<file path="src/rtl/bp_common_pkg.sv">
// Shared front-end command definitions for the back end.
// The command struct depends on address widths chosen by each user, so it is
// provided as a declaration macro rather than a fixed package type.
`ifndef BP_COMMON_PKG_SV
`define BP_COMMON_PKG_SV

`define DECLARE_BP_BE_FE_CMD_S(vaddr_w, ptag_w) \
    typedef struct packed { \
        bp_fe_command_queue_opcodes_e opcode; \
        logic [(vaddr_w)-1:0]         vaddr; \
        logic [(ptag_w)-1:0]          ptag; \
    } bp_be_fe_cmd_s

package bp_common_pkg;

    // Front-end command opcodes carried in the top bits of each FE command
    typedef enum logic [2:0] {
        e_op_pc_redirect        = 3'd0,
        e_op_icache_fill_resume = 3'd1,
        e_op_icache_fence       = 3'd2,
        e_op_itlb_fill_response = 3'd3,
        e_op_itlb_fence         = 3'd4,
        e_op_state_reset        = 3'd5
    } bp_fe_command_queue_opcodes_e;

    localparam int fe_cmd_opcode_width_gp = 3;

endpackage

`endif

</file>
<file path="src/rtl/bsg_fifo_1r1w_small.sv">
// Small flop-based FIFO with valid/yumi read side. Head data is visible the
// cycle after it is written into an empty FIFO. Full status is registered and
// asserts one entry early so that an event already past issue still fits.
module bsg_fifo_1r1w_small #(
    parameter int width_p = 70,
    parameter int els_p   = 4
) (
    input  logic               clk_i,
    input  logic               reset_i,
    input  logic               v_i,
    input  logic [width_p-1:0] data_i,
    output logic               ready_o,
    input  logic               yumi_i,
    output logic               v_o,
    output logic [width_p-1:0] data_o,
    output logic               full_o
);
    localparam int ptr_w_lp   = $clog2(els_p);
    localparam int count_w_lp = ptr_w_lp + 1;

    logic [width_p-1:0]    mem_q [els_p];
    logic [ptr_w_lp-1:0]   rptr_q, rptr_d, wptr_q, wptr_d;
    logic [count_w_lp-1:0] count_q, count_d;
    logic                  full_q, full_d;
    logic                  enq, deq;

    // Pointer/count next state; a pop frees a slot for a same-cycle push even when full
    always_comb begin
        deq     = yumi_i & (count_q != '0);
        ready_o = (count_q != count_w_lp'(els_p)) | deq;
        enq     = v_i & ready_o;
        rptr_d  = rptr_q + ptr_w_lp'(deq);
        wptr_d  = wptr_q + ptr_w_lp'(enq);
        count_d = count_q + count_w_lp'(enq) - count_w_lp'(deq);
        full_d  = (count_d >= count_w_lp'(els_p - 1));
    end

    // Control state with synchronous reset
    always_ff @(posedge clk_i) begin
        if (reset_i) begin
            rptr_q  <= '0;
            wptr_q  <= '0;
            count_q <= '0;
            full_q  <= 1'b0;
        end else begin
            rptr_q  <= rptr_d;
            wptr_q  <= wptr_d;
            count_q <= count_d;
            full_q  <= full_d;
        end
    end

    // Storage write; contents need no reset since validity lives in count_q
    always_ff @(posedge clk_i) begin
        if (enq) begin
            mem_q[wptr_q] <= data_i;
        end
    end

    assign v_o    = (count_q != '0);
    assign data_o = mem_q[rptr_q];
    assign full_o = full_q;

endmodule

</file>
<file path="src/rtl/bp_be_fe_cmd_gen.sv">
// Encodes commit-stage events into FE commands, queues them toward the front
// end and tracks whether an I$ fence is outstanding.
module bp_be_fe_cmd_gen
    import bp_common_pkg::*;
#(
    parameter int vaddr_width_p = 39,
    parameter int ptag_width_p  = 28,
    parameter int fe_cmd_els_p  = 4
) (
    input  logic                                  clk_i,
    input  logic                                  reset_i,
    input  logic                                  commit_v_i,
    input  logic [vaddr_width_p-1:0]              commit_npc_i,
    input  logic [vaddr_width_p-1:0]              commit_vaddr_i,
    input  logic [ptag_width_p-1:0]               commit_ptag_i,
    input  logic                                  commit_itlb_fill_i,
    input  logic                                  commit_icache_miss_i,
    input  logic                                  commit_fencei_i,
    input  logic                                  commit_sfence_i,
    input  logic                                  commit_satp_i,
    input  logic                                  commit_resume_i,
    output logic [3+vaddr_width_p+ptag_width_p-1:0] fe_cmd_o,
    output logic                                  fe_cmd_v_o,
    input  logic                                  fe_cmd_yumi_i,
    input  logic                                  fe_fence_done_i,
    output logic                                  cmd_full_o,
    output logic                                  fence_busy_o,
    output logic                                  overflow_o
);
    `DECLARE_BP_BE_FE_CMD_S(vaddr_width_p, ptag_width_p);
    localparam int cmd_width_lp = $bits(bp_be_fe_cmd_s);

    typedef enum logic {e_ready, e_fence} state_e;

    bp_be_fe_cmd_s           cmd;
    logic                    cmd_v;
    logic                    fifo_ready, fifo_v;
    logic [cmd_width_lp-1:0] fifo_data;
    logic                    accept, drop, fence_enq;
    state_e                  state_q, state_d;
    logic                    overflow_q, overflow_d;

    // Fixed-priority selection of a single command per commit
    always_comb begin
        cmd   = '0;
        cmd_v = 1'b0;
        if (commit_v_i) begin
            cmd_v = 1'b1;
            if (commit_itlb_fill_i) begin
                cmd.opcode = e_op_itlb_fill_response;
                cmd.vaddr  = commit_vaddr_i;
                cmd.ptag   = commit_ptag_i;
            end else if (commit_icache_miss_i) begin
                cmd.opcode = e_op_icache_fill_resume;
                cmd.vaddr  = commit_vaddr_i;
            end else if (commit_fencei_i) begin
                cmd.opcode = e_op_icache_fence;
                cmd.vaddr  = commit_npc_i;
            end else if (commit_sfence_i) begin
                cmd.opcode = e_op_itlb_fence;
                cmd.vaddr  = commit_npc_i;
            end else if (commit_satp_i) begin
                cmd.opcode = e_op_state_reset;
                cmd.vaddr  = commit_npc_i;
            end else if (commit_resume_i) begin
                cmd.opcode = e_op_pc_redirect;
                cmd.vaddr  = commit_npc_i;
            end else begin
                cmd_v = 1'b0;
            end
        end
    end

    bsg_fifo_1r1w_small #(
        .width_p(cmd_width_lp),
        .els_p  (fe_cmd_els_p)
    ) fifo (
        .clk_i  (clk_i),
        .reset_i(reset_i),
        .v_i    (cmd_v),
        .data_i (cmd),
        .ready_o(fifo_ready),
        .yumi_i (fe_cmd_yumi_i),
        .v_o    (fifo_v),
        .data_o (fifo_data),
        .full_o (cmd_full_o)
    );

    // Fence tracking and sticky overflow; only accepted fences arm the FSM
    always_comb begin
        accept     = cmd_v & fifo_ready;
        drop       = cmd_v & ~fifo_ready;
        fence_enq  = accept & (cmd.opcode == e_op_icache_fence);
        overflow_d = overflow_q | drop;
        state_d    = state_q;
        case (state_q)
            e_ready: if (fence_enq) state_d = e_fence;
            e_fence: if (!fence_enq && fe_fence_done_i) state_d = e_ready;
            default: state_d = e_ready;
        endcase
    end

    // FSM and overflow registers
    always_ff @(posedge clk_i) begin
        if (reset_i) begin
            state_q    <= e_ready;
            overflow_q <= 1'b0;
        end else begin
            state_q    <= state_d;
            overflow_q <= overflow_d;
        end
    end

    // Protocol checks; a drop is recoverable via overflow_o so it only warns
    always_ff @(posedge clk_i) begin
        if (!reset_i) begin
            assert (!(fe_cmd_yumi_i && !fifo_v))
                else $error("fe_cmd yumi asserted with no valid head");
            assert (!drop)
                else $warning("fe_cmd queue overflow: commit event dropped");
        end
    end

    assign fe_cmd_v_o   = fifo_v;
    assign fe_cmd_o     = fifo_v ? fifo_data : '0;
    assign fence_busy_o = (state_q == e_fence);
    assign overflow_o   = overflow_q;

endmodule

</file>
<file path="config.mk">
export PLATFORM = sky130hd
export DESIGN_NAME = bp_be_fe_cmd_gen
export DESIGN_NICKNAME = d
export VERILOG_FILES = /design/src/rtl/bp_common_pkg.sv /design/src/rtl/bsg_fifo_1r1w_small.sv /design/src/rtl/bp_be_fe_cmd_gen.sv
export SDC_FILE = /design/constraint.sdc
export NUM_CORES = 1
export LEC_CHECK = 0
export CAP_MARGIN = 20
export CORE_MARGIN = 2
export CORE_UTILIZATION = 40
export DETAILED_ROUTE_END_ITERATION = 6
export REMOVE_ABC_BUFFERS = 1
export SLEW_MARGIN = 40
export SYNTH_ARGS = -nofsm -noshare
export SYNTH_HDL_FRONTEND = slang
export SYNTH_SLANG_ARGS = --single-unit
export TNS_END_PERCENT = 10
</file>
<file path="constraint.sdc">
create_clock -name clk_i -period 22.5 [get_ports clk_i]
set_clock_uncertainty 0.2 [all_clocks]
set_input_delay 4.5 -clock clk_i [delete_from_list [all_inputs] [get_ports clk_i]]
set_output_delay 4.5 -clock clk_i [all_outputs]
set_load 0.02 [all_outputs]
</file>
-- After elaboration in Yosys (flattened, before gate mapping)
Memory sizes are Yosys's and may differ from the RTL's. A register that Yosys moved wholly into a read port is not among the register bits.
Index checks and enable logic that the tools add are counted.
- add/sub/neg operators: 4
- order comparisons: 1
- equality and inequality tests: 2
- muxes and demuxes: 22
- bitwise gates (word level): 8
- reductions and logical operators: 3
- operators by type and width (kind ; number):
    $mux 42 ; 5
    $mux 70 ; 2
    $mux 39 ; 1
    $mux 28 ; 1
    $mux 1 ; 11
    $add 2x1->2 ; 2
    $and 1x1->1 ; 4
    $add 3x1->3 ; 1
    $eq 3x2->1 const B ; 1
    $ge 3x2->1 const B ; 1
    $ne 3x3->1 const B ; 1
    $reduce_bool 3->1 ; 1
    $sub 3x1->3 ; 1
    $mux 2 ; 1
    $not 1->1 ; 2
    $or 1x1->1 ; 2
    $pmux 1 s2 ; 1
    $logic_and 1x1->1 ; 1
    $logic_not 1->1 ; 1
- flip-flop bits (word level): 10
- memory bits (writable): 280
- input port bits: 117
- output and inout port bits: 74
- logic and storage cells: 47
- memories kept: 1
- memory list (name ; words ; bits a word ; read ports ; clocked after memory_dff ; write ports ; RTL line ; RTL):
    fifo.mem_q ; 4 ; 70 ; 1 ; 1 ; 1 ; bsg_fifo_1r1w_small.sv:21 ; logic [width_p-1:0] mem_q [els_p];

-- Logic depth before layout (Yosys ltp)
- word-level depth: 13
- depth in mapped cells: 11
- mapped depth without buffers: 10

-- Modules after synthesis
From an unflattened synthesis, not the netlist that was laid out.
- cell total of the unflattened synthesis: 666
- area, all modules: 11997.8 um2
- modules (own cells, without submodules) (module ; times used ; cells each ; area an instance (um2) ; seq. area each (um2)):
    bsg_fifo_1r1w_small ; 1 ; 403 ; 10595.2 ; 8568.2
    bp_be_fe_cmd_gen ; 1 ; 263 ; 1402.6 ; 40.0

-- Worst setup path before layout
Ideal clock, no wire load.
- kind: input-to-reg
- from: input port commit_icache_miss_i
- to: memory fifo.mem_q[1][0], enable pin
- library setup time: 0.599 ns
- arrival: 10.121 ns
- required time: 21.701 ns
- path slack: 11.580 ns
- stages: 4
- path buffers: 1
- path through: or2_2 clkbuf_1 o211ai_1 nor3b_1
- word-level cells in the longest chain between the ends: 6
- ends and longest elaborated chain (what ; RTL line ; RTL):
    from (decl) ; bp_be_fe_cmd_gen.sv:17 ; input logic commit_icache_miss_i,
    $mux 1 ; bp_be_fe_cmd_gen.sv:53 ; end else if (commit_icache_miss_i) begin
    $mux 1 ; bp_be_fe_cmd_gen.sv:49 ; if (commit_itlb_fill_i) begin
    $mux 1 ; bp_be_fe_cmd_gen.sv:47 ; if (commit_v_i) begin
    $and 1x1->1 ; bsg_fifo_1r1w_small.sv:31 ; enq = v_i & ready_o;
    $mux 1 ; bsg_fifo_1r1w_small.sv:55 ; if (enq) begin
    $mux 1 (not written as such) ; bsg_fifo_1r1w_small.sv:56 ; mem_q[wptr_q] <= data_i;
    to (decl) ; bsg_fifo_1r1w_small.sv:21 ;
Every way passes these cells.

==> results_dict.tcl <==
set metrics [dict create \
    syn-cell-area_um2 11880 \
    worst-endpoint-required_ns 17.80 \
    total_leakage_power_nw 5.203 \
    port-buffer-count 190 \
    worst_path_largest_cell_delay_ns 0.80 \
    fp-row-count 63 \
    synth-warning-count 0 \
    fp.dieH_um 176.3 \
    vias 6551 \
    dp_hpwl_um 15420 \
    floorplan.die_area_um2 31080 \
    pin_count_of_the_biggest_net_entering_global_routing 75 \
    clk_transition_reported_paths_ns 0.06 \
    ctsHoldBuffers 0 \
    ir_drop_v 0.00005143 \
    final-instance-count-excl-fill 1268 \
    die_w_um 176.3 \
    routed_wirelength_um 25800 \
    cts_post_setup_buffers_inserted 0 \
    areaGrowthSynthToFinish_pct 28.55 \
    regToRegEndpoint "fifo.full_o$_SDFF_PP0_" \
    share_of_final_layout_standard_cells_stronger_than_drive_strength_1_pct 15.83 \
    min_path_type "reg2reg" \
    critical_path_peak_fanout 38 \
    drc 0 \
    coreArea_um2 29400 \
    setup_viol 0 \
    pwr_density_cell_nw_per_um2 111.8 \
    antenna_found_initial 0 \
    cts.root.buffer_cell "sky130_fd_sc_hd__clkbuf_16" \
    numClockSinks 290 \
    cts_inserted_buffers 29 \
    power.internal_mw 1.227 \
    hold_path.startpoint "overflow_o$_SDFF_PP0_" \
    run_status "complete, no violations" \
    fin_total_pwr_mw 1.706 \
    report.final.slew_viol_count 0 \
    groute.usage.overall_pct 16.51 \
    switching_power_mw 0.4790 \
    synth.avg_cell_area_um2 17.67 \
    maxSlewHeadroom_pct 46.42 \
    route.top_layer_used "met4" \
    rsz0062_at_grt "false" \
    combinationalPowerShare_pct 30.7 \
    synth_cell_types 33 \
    dp.cells 1214 \
    detail-route-antenna-nets 0 \
    worst_slew_pin_slew_ns 0.8037 \
    most_frequent_cells_in_the_layout "sky130_fd_sc_hd__edfxtp_1 (280), sky130_fd_sc_hd__clkdlybuf4s50_1 (189), sky130_fd_sc_hd__nand3_1 (78), sky130_fd_sc_hd__and2_1 (71), sky130_fd_sc_hd__mux4_2 (70)" \
    routed_via_density 5.166 \
    grt_first_pass_wirelength_um 39030 \
    min_period_ns 7.962 \
    slowest_stage "sky130_fd_sc_hd__dfxtp_4" \
    timing.hold.worst_path_depth 2 \
    setup.reg_to_reg.worst_slack_ns 19.37 \
    initial_utilization_pct 40.39 \
    post_cts.resized_instances 0 \
    clkPwrFrac_pct 29.8 \
    drt_iter0_drc 562 \
    clock_insertion_delay_worst_skew_ns 0.53 \
    timing.hold.worst_endpoint "overflow_o$_SDFF_PP0_" \
    diodes 0 \
    overflow 0 \
    drtPass1Iterations 5 \
    grt_pass1_vias 6950 \
    p_seq_share_pct 39.5 \
    avgRoutedWirePerCell_um 20.35 \
    netlist_instances 672 \
    yosys_register_bits 290 \
    netSwitchingFraction_pct 28.08 \
    arrival_time_reported_for_the_critical_path_endpoint_ns 3.26 \
    met2_wirelength_um 12900 \
    cts-root-to-sink-buffers 3 \
    io_pins 191 \
    cp_top_family "buffers and inverters" \
    critical_path.startpoint_type "flip-flop" \
    tritoncts "built" \
    worst-path-buf-inv 2 \
    worst_r2r_path_depth 11 \
    drt-met1-wl_um 10800 \
    final_hold_viol_count 0 \
    routed-wl-met3_um 1756 \
    timing.critical_path.to_type "primary output" \
    layout.cells.most_common "sky130_fd_sc_hd__edfxtp_1" \
    timing.fmax_mhz 125.6 \
    synth.yosys.seq_area_share_pct 72.49 \
    setup_tns_ns 0 \
    finalCoreUtilization_pct 51.92 \
    num-nets-final 977 \
    htree_levels 1 \
    max-cap-violations 0 \
    fin_crit_sh_pct 35.39 \
    timing.rr.start "fifo.count_q[1]$_SDFF_PP0_" \
    critical_path.cell_chain "buf_6, mux4_2, and2_1, clkdlybuf4s50_1" \
    placer_congestion 0.7060 \
    setup.worst_path.class "reg2out" \
]
[synth_stat cells (all sizes together)]
master | n | area share [%]
or4 | 1 | 0.063
and3 | 28 | 1.5
nor2b | 5 | 0.26
nor3 | 2 | 0.084
dfxtp | 10 | 1.7
and2 | 71 | 3.7
a21oi | 2 | 0.084
nor3b | 2 | 0.13
inv | 5 | 0.16
o22ai | 1 | 0.053
or3b | 1 | 0.074
nand2b | 1 | 0.053
a21o | 1 | 0.063
xnor2 | 2 | 0.15
ha | 4 | 0.42
or2 | 1 | 0.053
o21a | 1 | 0.063
fa | 1 | 0.17
nand3 | 78 | 3.3
nand4 | 1 | 0.053
nor2 | 9 | 0.28
o211ai | 1 | 0.063
mux4 | 70 | 13
nand2 | 41 | 1.3
or3 | 1 | 0.053
clkbuf | 35 | 1.1
or4b | 1 | 0.12
xnor3 | 1 | 0.19
edfxtp | 280 | 71
buf | 14 | 0.60
o41a | 1 | 0.095
[how the worst max path moves through the flow]
stage                                  to                 startpoint  cells past startpoint
4_1_cts                      fe_cmd_o[29]  fifo.rptr_q[0]$_SDFF_PP0_                      4
5_1_grt                      fe_cmd_o[29]  fifo.rptr_q[0]$_SDFF_PP0_                      4
6_report                     fe_cmd_o[29]  fifo.rptr_q[0]$_SDFF_PP0_                      4
2_1_floorplan  fifo.mem_q[1][0]$_DFFE_PP_       commit_icache_miss_i                      3
3_3_place_gp   fifo.mem_q[1][0]$_DFFE_PP_         commit_itlb_fill_i                      6
3_5_place_dp       fifo.full_o$_SDFF_PP0_         commit_itlb_fill_i                     11
[metal layers]
metal / up-vias / GRT usage, %
met5: - / 0
met1: 3300 / 21.58
met4: 0 / 3.444
met2: 221 / 28.87
li1: 2999 / -
met3: 31 / 3.187
[kinds of logic (layout without fill, tap and decap cells)]
logic type	after synthesis	in the layout	share of synthesized area [%]
multiplexers	70	70	13.28
XOR/XNOR	3	3	0.3372
flip-flops	290	290	72.49
AND/OR/NAND/NOR	243	243	11.02
AO/OA/AOI/OAI	7	7	0.4216
buffers and inverters	54	260	1.865
adder cells (fa/ha/maj)	5	5	0.5901
[worst reg2reg max path, cell delays in order, from the launching register on]
cell,delay (ns)
sky130_fd_sc_hd__dfxtp_1,0.35
sky130_fd_sc_hd__or3_2,0.47
sky130_fd_sc_hd__buf_4,0.33
sky130_fd_sc_hd__and2_1,0.29
sky130_fd_sc_hd__ha_1,0.28
sky130_fd_sc_hd__inv_1,0.06
sky130_fd_sc_hd__ha_1,0.15
sky130_fd_sc_hd__inv_1,0.06
sky130_fd_sc_hd__fa_1,0.41
sky130_fd_sc_hd__xnor3_1,0.21
sky130_fd_sc_hd__nor2_1,0.05
sky130_fd_sc_hd__a21o_1,0.17
[power by group through the flow]
stage	clock network, mW	logic, mW	registers, mW
6_report	0.509	0.524	0.673
5_1_grt	0.541	0.562	0.680
4_1_cts	0.520	0.535	0.675
3_5_place_dp	0	0.532	0.686
3_3_place_gp	0	0.517	0.691
2_1_floorplan	0	0.291	0.699
[sequential cells by signal, indices dropped and copies added, names as in the netlist]
name and count:
fifo.count_q 3, fifo.mem_q 280, fifo.rptr_q 2, fifo.full_o 1, fence_busy_o 1, overflow_o 1
fifo.wptr_q 2
[cell type report]
type | count | area (um2)
Multi-Input combinational cell | 328 | 3089
Fill cell | 2380 | 14140
Clock inverter | 23 | 290.3
Timing Repair Buffer | 201 | 2031
Sequential cell | 290 | 8616
Inverter | 5 | 18.77
Clock buffer | 31 | 733.2
Tap cell | 390 | 488.0
[per-stage QoR]
stage | cell area, um2 | worst slack [ns] | hold slack [ns]
floorplan | 11670 | 11.32 | 0.3286
global placement | 14160 | 14.29 | 0.2593
detailed placement | 14230 | 14.38 | 0.2776
CTS | 15250 | 14.19 | 0.2871
global route | 15270 | 14.30 | 0.3118
finish | 15270 | 14.54 | 0.2924
Note: power is estimated with default switching activity, not from simulation.
